## config.mk

```make
export PLATFORM = sky130hd
export DESIGN_NAME = alu_seq_param
export DESIGN_NICKNAME = d
export VERILOG_FILES = /design/src/rtl/alu_seq_param.sv
export SDC_FILE = /design/constraint.sdc
export NUM_CORES = 1
export LEC_CHECK = 0
export CORE_MARGIN = 1
export CORE_UTILIZATION = 35
export CTS_BUF_LIST = sky130_fd_sc_hd__clkbuf_4 sky130_fd_sc_hd__clkbuf_8
export CTS_CLUSTER_DIAMETER = 80
export DETAILED_ROUTE_END_ITERATION = 6
export GPL_ROUTABILITY_DRIVEN = 0
export GPL_TIMING_DRIVEN = 0
export PLACE_DENSITY = 0.63
export SLEW_MARGIN = 25
export SYNTH_ARGS = -nofsm -noshare
export SYNTH_HDL_FRONTEND = slang
export SYNTH_SLANG_ARGS = --single-unit
export TNS_END_PERCENT = 100
```

## constraint.sdc

```tcl
create_clock -name clk -period 2.9 [get_ports clk]
set_input_delay 0.29 -clock clk [delete_from_list [all_inputs] [get_ports clk]]
set_output_delay 0.29 -clock clk [all_outputs]
set_load 0.01 [all_outputs]
```

## src/rtl/alu_seq_param.sv

```systemverilog
// Handshaked, parametrised ALU: single-cycle logic/arith ops plus an iterative shift-add multiply.
// Operands enter on a valid/ready channel; registered results leave on a valid/ready channel.
module alu_seq_param #(
    parameter int WIDTH = 8,
    parameter int CNT_W = $clog2(WIDTH + 1)
) (
    input  logic             clk,
    input  logic             rst_n,
    input  logic             in_valid,
    output logic             in_ready,
    input  logic [WIDTH-1:0] a,
    input  logic [WIDTH-1:0] b,
    input  logic             carry_in,
    input  logic [3:0]       alu_op,
    output logic             out_valid,
    input  logic             out_ready,
    output logic [WIDTH-1:0] result,
    output logic             carry_out,
    output logic             zero,
    output logic             overflow
);

    localparam logic [1:0] S_IDLE = 2'd0;
    localparam logic [1:0] S_MUL  = 2'd1;
    localparam logic [1:0] S_DONE = 2'd2;

    localparam logic [3:0] OP_AND = 4'b0000;
    localparam logic [3:0] OP_OR  = 4'b0001;
    localparam logic [3:0] OP_ADD = 4'b0010;
    localparam logic [3:0] OP_SUB = 4'b0110;
    localparam logic [3:0] OP_SLT = 4'b0111;
    localparam logic [3:0] OP_MUL = 4'b1000;
    localparam logic [3:0] OP_NOR = 4'b1100;

    logic [1:0]         state;
    logic [2*WIDTH-1:0] acc;
    logic [2*WIDTH-1:0] mcand;
    logic [WIDTH-1:0]   mplier;
    logic [CNT_W-1:0]   cnt;

    logic               accept;
    logic [WIDTH:0]     sum;
    logic [WIDTH:0]     diff;
    logic [WIDTH-1:0]   op_result;
    logic               op_carry;
    logic               op_ovf;
    logic [2*WIDTH-1:0] acc_next;

    // Draining DONE and accepting in the same edge keeps single-cycle ops at full throughput.
    assign in_ready  = (state == S_IDLE) || ((state == S_DONE) && out_ready);
    assign accept    = in_valid && in_ready;
    assign out_valid = (state == S_DONE);

    // NOTE: every output of an always_comb gets a default before the case, so no latch is inferred.
    always_comb begin
        sum       = {1'b0, a} + {1'b0, b} + {{WIDTH{1'b0}}, carry_in};
        diff      = {1'b0, a} + {1'b0, ~b} + {{WIDTH{1'b0}}, 1'b1};
        op_result = '0;
        op_carry  = 1'b0;
        op_ovf    = 1'b0;
        case (alu_op)
            OP_AND: op_result = a & b;
            OP_OR:  op_result = a | b;
            OP_NOR: op_result = ~(a | b);
            OP_ADD: begin
                op_result = sum[WIDTH-1:0];
                op_carry  = sum[WIDTH];
                op_ovf    = (a[WIDTH-1] == b[WIDTH-1]) && (sum[WIDTH-1] != a[WIDTH-1]);
            end
            OP_SUB: begin
                op_result = diff[WIDTH-1:0];
                op_carry  = diff[WIDTH];
                op_ovf    = (a[WIDTH-1] != b[WIDTH-1]) && (diff[WIDTH-1] != a[WIDTH-1]);
            end
            OP_SLT: op_result = {{(WIDTH-1){1'b0}}, ($signed(a) < $signed(b))};
            default: ;
        endcase
    end

    // Multiplicand is pre-shifted each cycle, so it already carries the iteration weight.
    assign acc_next = acc + (mplier[0] ? mcand : '0);

    // NOTE: sequential state uses non-blocking assignments so every register samples pre-edge values.
    always_ff @(posedge clk or negedge rst_n) begin
        if (!rst_n) begin
            state     <= S_IDLE;
            acc       <= '0;
            mcand     <= '0;
            mplier    <= '0;
            cnt       <= '0;
            result    <= '0;
            carry_out <= 1'b0;
            zero      <= 1'b0;
            overflow  <= 1'b0;
        end else begin
            case (state)
                S_IDLE, S_DONE: begin
                    if (accept) begin
                        if (alu_op == OP_MUL) begin
                            acc    <= '0;
                            mcand  <= {{WIDTH{1'b0}}, a};
                            mplier <= b;
                            cnt    <= CNT_W'(WIDTH);
                            state  <= S_MUL;
                        end else begin
                            result    <= op_result;
                            carry_out <= op_carry;
                            overflow  <= op_ovf;
                            zero      <= (op_result == '0);
                            state     <= S_DONE;
                        end
                    end else if ((state == S_DONE) && out_ready) begin
                        state <= S_IDLE;
                    end
                end
                S_MUL: begin
                    acc    <= acc_next;
                    mcand  <= mcand << 1;
                    mplier <= mplier >> 1;
                    cnt    <= cnt - CNT_W'(1);
                    if (cnt == CNT_W'(1)) begin
                        result    <= acc_next[WIDTH-1:0];
                        carry_out <= |acc_next[2*WIDTH-1:WIDTH];
                        overflow  <= 1'b0;
                        zero      <= (acc_next[WIDTH-1:0] == '0);
                        state     <= S_DONE;
                    end
                end
                default: state <= S_IDLE;
            endcase
        end
    end

endmodule
```

==> After elaboration in Yosys (flattened, before gate mapping) <==
Cells that the tools add are included.
{ "word_totals": {"wordCells": 90, "input_bits": 25, "output_inout_bits": 13, "regBits": 57} }
{ "op_classes": {"n_eq_ne": 18, "n_bitwise": 4, "n_reduce_logical": 15, "order_cmp": 1, "mux": 37, "n_addsub": 6} }
{ "ops": {"columns": ["operator", "count"], "rows": [
  ["$mux W16", 5],
  ["$pmux W16 S2", 2],
  ["$pmux W8 S6", 1],
  ["$mux W8", 5],
  ["$pmux W8 S2", 2],
  ["$add A8 B8 Y9", 2],
  ["$add A16 B16 Y16", 1],
  ["$logic_not A8 Y1", 2],
  ["$not A8 Y8", 2],
  ["$pmux W1 S2", 5],
  ["$add A9 B1 Y9", 1],
  ["$add A9 B1 Y9 const B", 1],
  ["$mux W1", 9],
  ["$and A8 B8 Y8", 1],
  ["$eq A4 B1 Y1 const B", 2],
  ["$eq A4 B3 Y1 const B", 2],
  ["$eq A4 B4 Y1 const B", 2],
  ["$lt A8 B8 Y1", 1],
  ["$mux W2", 4],
  ["$mux W4", 2],
  ["$ne A2 B2 Y1 const B", 4],
  ["$or A8 B8 Y8", 1],
  ["$pmux W4 S2", 1],
  ["$reduce_or A8 Y1", 1],
  ["17 further kinds", 22]
]} }

==> Logic depth before layout (Yosys ltp) <==
{ "depth": {"ltp_word": 9, "mapped_depth": 12} }

==> Least setup slack after synthesis <==
OpenSTA, ideal clock, no wires.
{ "synth_timing": {"path_kind": "register to register", "start": "reg mplier[0]", "end": "reg carry_out", "slack_ps": -113, "setup_time_ps": 119, "required_ps": 2781, "arrival_ps": 2894, "path_buffers": 1, "stages_incl_launch_ff": 13, "path_cell_list": "dfrtp_1 > clkbuf_1 > and2_1 > ha_1 > fa_1 > a211oi_2 > nor2_1 > o41ai_4 > o21ai_2 > a221oi_2 > xor2_1 > or3b_1 > o21ba_1"} }
{ "synth_between": {"elab_chain_cells": 5} }
{ "synth_rtl": {"columns": ["element", "line_no", "text"], "rows": [
  ["from (decl)", "38", "logic [WIDTH-1:0] mplier;"],
  ["from (signal assigned)", "119", "mplier <= mplier >> 1;"],
  ["$mux W16", "81", "assign acc_next = acc + (mplier[0] ? mcand : '0);"],
  ["$add A16 B16 Y16", "81", null],
  ["$reduce_or A8 Y1", "123", "carry_out <= |acc_next[2*WIDTH-1:WIDTH];"],
  ["$mux W1", "121", "if (cnt == CNT_W'(1)) begin"],
  ["$pmux W1 S2", "96", "case (state)"],
  ["to (signal assigned)", "107", "carry_out <= op_carry;"],
  ["to (signal assigned)", "123", null],
  ["to (decl)", "18", "output logic carry_out,"]
]} }
No other way between the ends. The select of a mux whose other input is x is not followed.
A chain may end at the register's enable or synchronous reset.

==> Worst setup path after layout <==
Ends and elaborated chain as after synthesis.

==> impl_metrics.tcl <==
set metrics [dict create \
    yosysTopAreaCellShare_pct 32.2 \
    synthArstFlopShare_pct 100 \
    syn-cell-area_um2 4430 \
    leakage_nw 2.45 \
    hp-class "in -> reg" \
    reg2regPathDepth 12 \
    use_met2_pct 31.3 \
    drtIter0Drc 255 \
    ff2ff_setup_slack_ns -0.13 \
    synth_fp_nets 609 \
    ys_types 65 \
    setup.worst_path.class "reg -> reg" \
    slowest_stage "dfrtp_1" \
    avgSynthCellArea_um2 8.22 \
    synth_seq_area_share_pct 32.2 \
    firstDrtPassIters 5 \
    reg2reg_from "mplier[0]" \
    grt_pass1_vias 3999 \
    seq_area_um2 1430 \
    postSynthCellCount 539 \
    fin_ws_ns -0.132 \
    crit_chain "clkbuf_8 > and2_4 > ha_4 > fa_2 > a211oi_2 > nor2_2 > o41ai_4 > o21ai_2 > a221oi_2 > xor2_1 > or3b_1 > o21ba_1" \
    power_density_nw_per_um2 690 \
    fin_total_pwr_mw 3.70 \
    crit_required_ns 3.13 \
    setup_violations 1 \
    vias 4153 \
    top_level_ports 38 \
    placementRows 40 \
    drc 0 \
    hold_start "a[2]" \
    dieArea_um2 13100 \
    hold_viol 0 \
    dieHeight_um 115 \
    vdd.ir_drop.worst_v 0.000284 \
    r2r_end "carry_out" \
    cp.arrival_ns 3.26 \
    whs_path_depth 3 \
    slew_violations 0 \
    fmax_mhz 330 \
    placed_cells 743 \
    use_met1_pct 28.1 \
    synthTopCellsByArea "dfrtp_1 32%, ha_1 12%, nand2_1 8.0%" \
    gr-total-overflow 0 \
    grt_pass1_wl_um 20400 \
    stdcell_count 768 \
    synthFlopType "dfrtp_1" \
    yosys.area.top_type "dfrtp_1" \
    wire_per_inst_um 16.2 \
    cts_root_buf "clkbuf_8" \
    die_w_um 115 \
    slowest_delay_ns 0.38 \
    grt_max_degree 32 \
    track_usage_pct 20.1 \
    dp_hpwl_um 9580 \
    syn2layout_area_growth_pct 21.0 \
    numPortBuffers 35 \
    grt_busiest_layer "met2" \
    slew_headroom_pct 35.5 \
    clk_pin_slew_ns 0.07 \
    wl_um 12500 \
    insertion_delay_ns 0.35 \
    start_util_pct 36.5 \
    critPathCaptureType "flip-flop" \
    antenna_found_initial 0 \
    finalCritPeriodShare_pct 105 \
    cp_max_fo 3 \
    rsz0062_at_grt "yes" \
    whs_endpoint "mcand[2]" \
    yosysWarnings 0 \
    tightest_slew_ns 0.961 \
    setup_tns_ns -0.132 \
    grtUsageMet3_pct 3.28 \
    status "complete, but fails checks" \
    skew_ns 0.0106 \
    cts.sink_count 57 \
    cts_buffers 9 \
    finalNetCount 665 \
    cts_tree "built" \
    failed_checks "setup timing" \
    post-route-min-period_ns 3.03 \
    antenna_left 0 \
    antenna_cells 0 \
    critPathLaunchType "flip-flop" \
    synth_edf_count 0 \
    final.fill_count 1223 \
    cts.path.max_buffers 2 \
    routed_via_density 5.41 \
    multiInputGateArea_um2 2840 \
    core_um2 12200 \
    drv_cap 0 \
    htreeDepth 3 \
    drive_gt1_share_pct 8.33 \
    ys_ff_latch 57 \
]
[how the worst max path moves through the flow]
stage,start,end,depth (start not counted)
after floorplan,mplier[0],carry_out,12
after global placement,b[0],zero,11
after detailed placement,b[0],zero,11
after CTS,mplier[0],carry_out,12
after global routing,mplier[0],carry_out,12
final,mplier[0],carry_out,12
[per-layer routing]
| metal | vias up | share of wire [%] |
|---|---|---|
| met5 | - | 0 |
| met4 | 0 | 1.7 |
| met3 | 22 | 4.8 |
| met2 | 131 | 45 |
| met1 | 1970 | 49 |
| li1 | 2030 | - |
[through the flow]
step	hold slack [ns]	util (%)	setup WS, ns	instance area, µm²
floorplan	-0.00559	-	-0.0126	4440
global placement	0.462	41.1	-0.423	5000
detailed placement	0.235	41.2	-0.466	5010
CTS	0.416	43.8	-0.302	5330
global route	0.401	44.1	-0.250	5360
finish	0.342	44.1	-0.132	5360
[cell families (layout without fill, tap and decap cells)]
| logic type | Yosys count | count (layout) | synth area share [%] |
|---|---|---|---|
| buf+inv | 58 | 119 | 5.08 |
| flops | 57 | 57 | 32.2 |
| compound gates | 176 | 176 | 26.4 |
| simple gates | 187 | 187 | 19.8 |
| mux | 1 | 1 | 0.226 |
| xor+xnor | 15 | 15 | 2.96 |
| fa+ha+maj | 45 | 45 | 13.4 |
[worst max-delay path: cells and delay by family (launching register included)]
family | cells | cell delay, ns
adders and majority gates | 2 | 0.51
AOI/OAI and AO/OA | 5 | 1.10
DFF | 1 | 0.38
buffers and inverters | 1 | 0.15
and+or+nand+nor | 3 | 0.60
xor gates and xnor gates | 1 | 0.19
[sequential cells by signal (all words and copies together), names as in the netlist]
signal / cells
state: 2
zero: 1
result: 8
overflow: 1
cnt: 4
acc: 16
carry_out: 1
mplier: 8
mcand: 16
[where the power goes]
group / switching [mW] / leakage (nW) / internal (mW) / total (mW)
Combinational: 0.878 / 1.60 / 0.694 / 1.57
Sequential: 0.216 / 0.731 / 1.10 / 1.31
Clock: 0.332 / 0.114 / 0.486 / 0.818
[layout make-up]
type / instances / area share (%)
Buffer: 26 / 2.15
Clock buffer: 14 / 3.36
Clock inverter: 2 / 0.653
Inverter: 32 / 2.24
Multi-Input combinational cell: 424 / 52.9
Sequential cell: 57 / 26.6
Tap cell: 168 / 3.92
Timing Repair Buffer: 45 / 8.21
[cell usage in the layout (no fill, tap or decap), types with 4 or more instances in the layout]
| cell type | count |
|---|---|
| a21o_1 | 8 |
| a21oi_1 | 29 |
| a22o_1 | 4 |
| a22oi_1 | 24 |
| and2_1 | 16 |
| and3_1 | 5 |
| buf_4 | 9 |
| clkbuf_1 | 21 |
| clkbuf_8 | 13 |
| clkdlybuf4s50_1 | 30 |
| dfrtp_1 | 57 |
| ha_1 | 38 |
| inv_1 | 32 |
| nand2_1 | 94 |
| nand3_1 | 8 |
| nor2_1 | 24 |
| nor2b_1 | 7 |
| nor3_1 | 7 |
| o21ai_0 | 48 |
| o22ai_1 | 18 |
| xnor2_1 | 8 |
| xor2_1 | 7 |
[cells in the mapped netlist (4+ instances only)]
library cell  count
nand2_1          94
dfrtp_1          57
o21ai_0          49
ha_1             41
inv_1            32
a21oi_1          29
a22oi_1          26
nor2_1           25
clkbuf_1         22
and2_1           18
o22ai_1          18
a21o_1            8
nand3_1           8
xnor2_1           8
nor2b_1           7
nor3_1            7
xor2_1            7
and3_1            5
a22o_1            4
fa_1              4
o21bai_1          4
[repair_timing]
item | 4_1_cts | 5_1_grt
gates cloned | 0 | 0
buffers inserted | 7 | 1
pin swaps | 8 | 8
gates resized for setup | 11 | 9
endpoints found under the setup margin | 5 | 15
endpoints found under the hold margin | 26 | 0
hold buffers | 1 | 0
(Power assumes the default switching activity.)
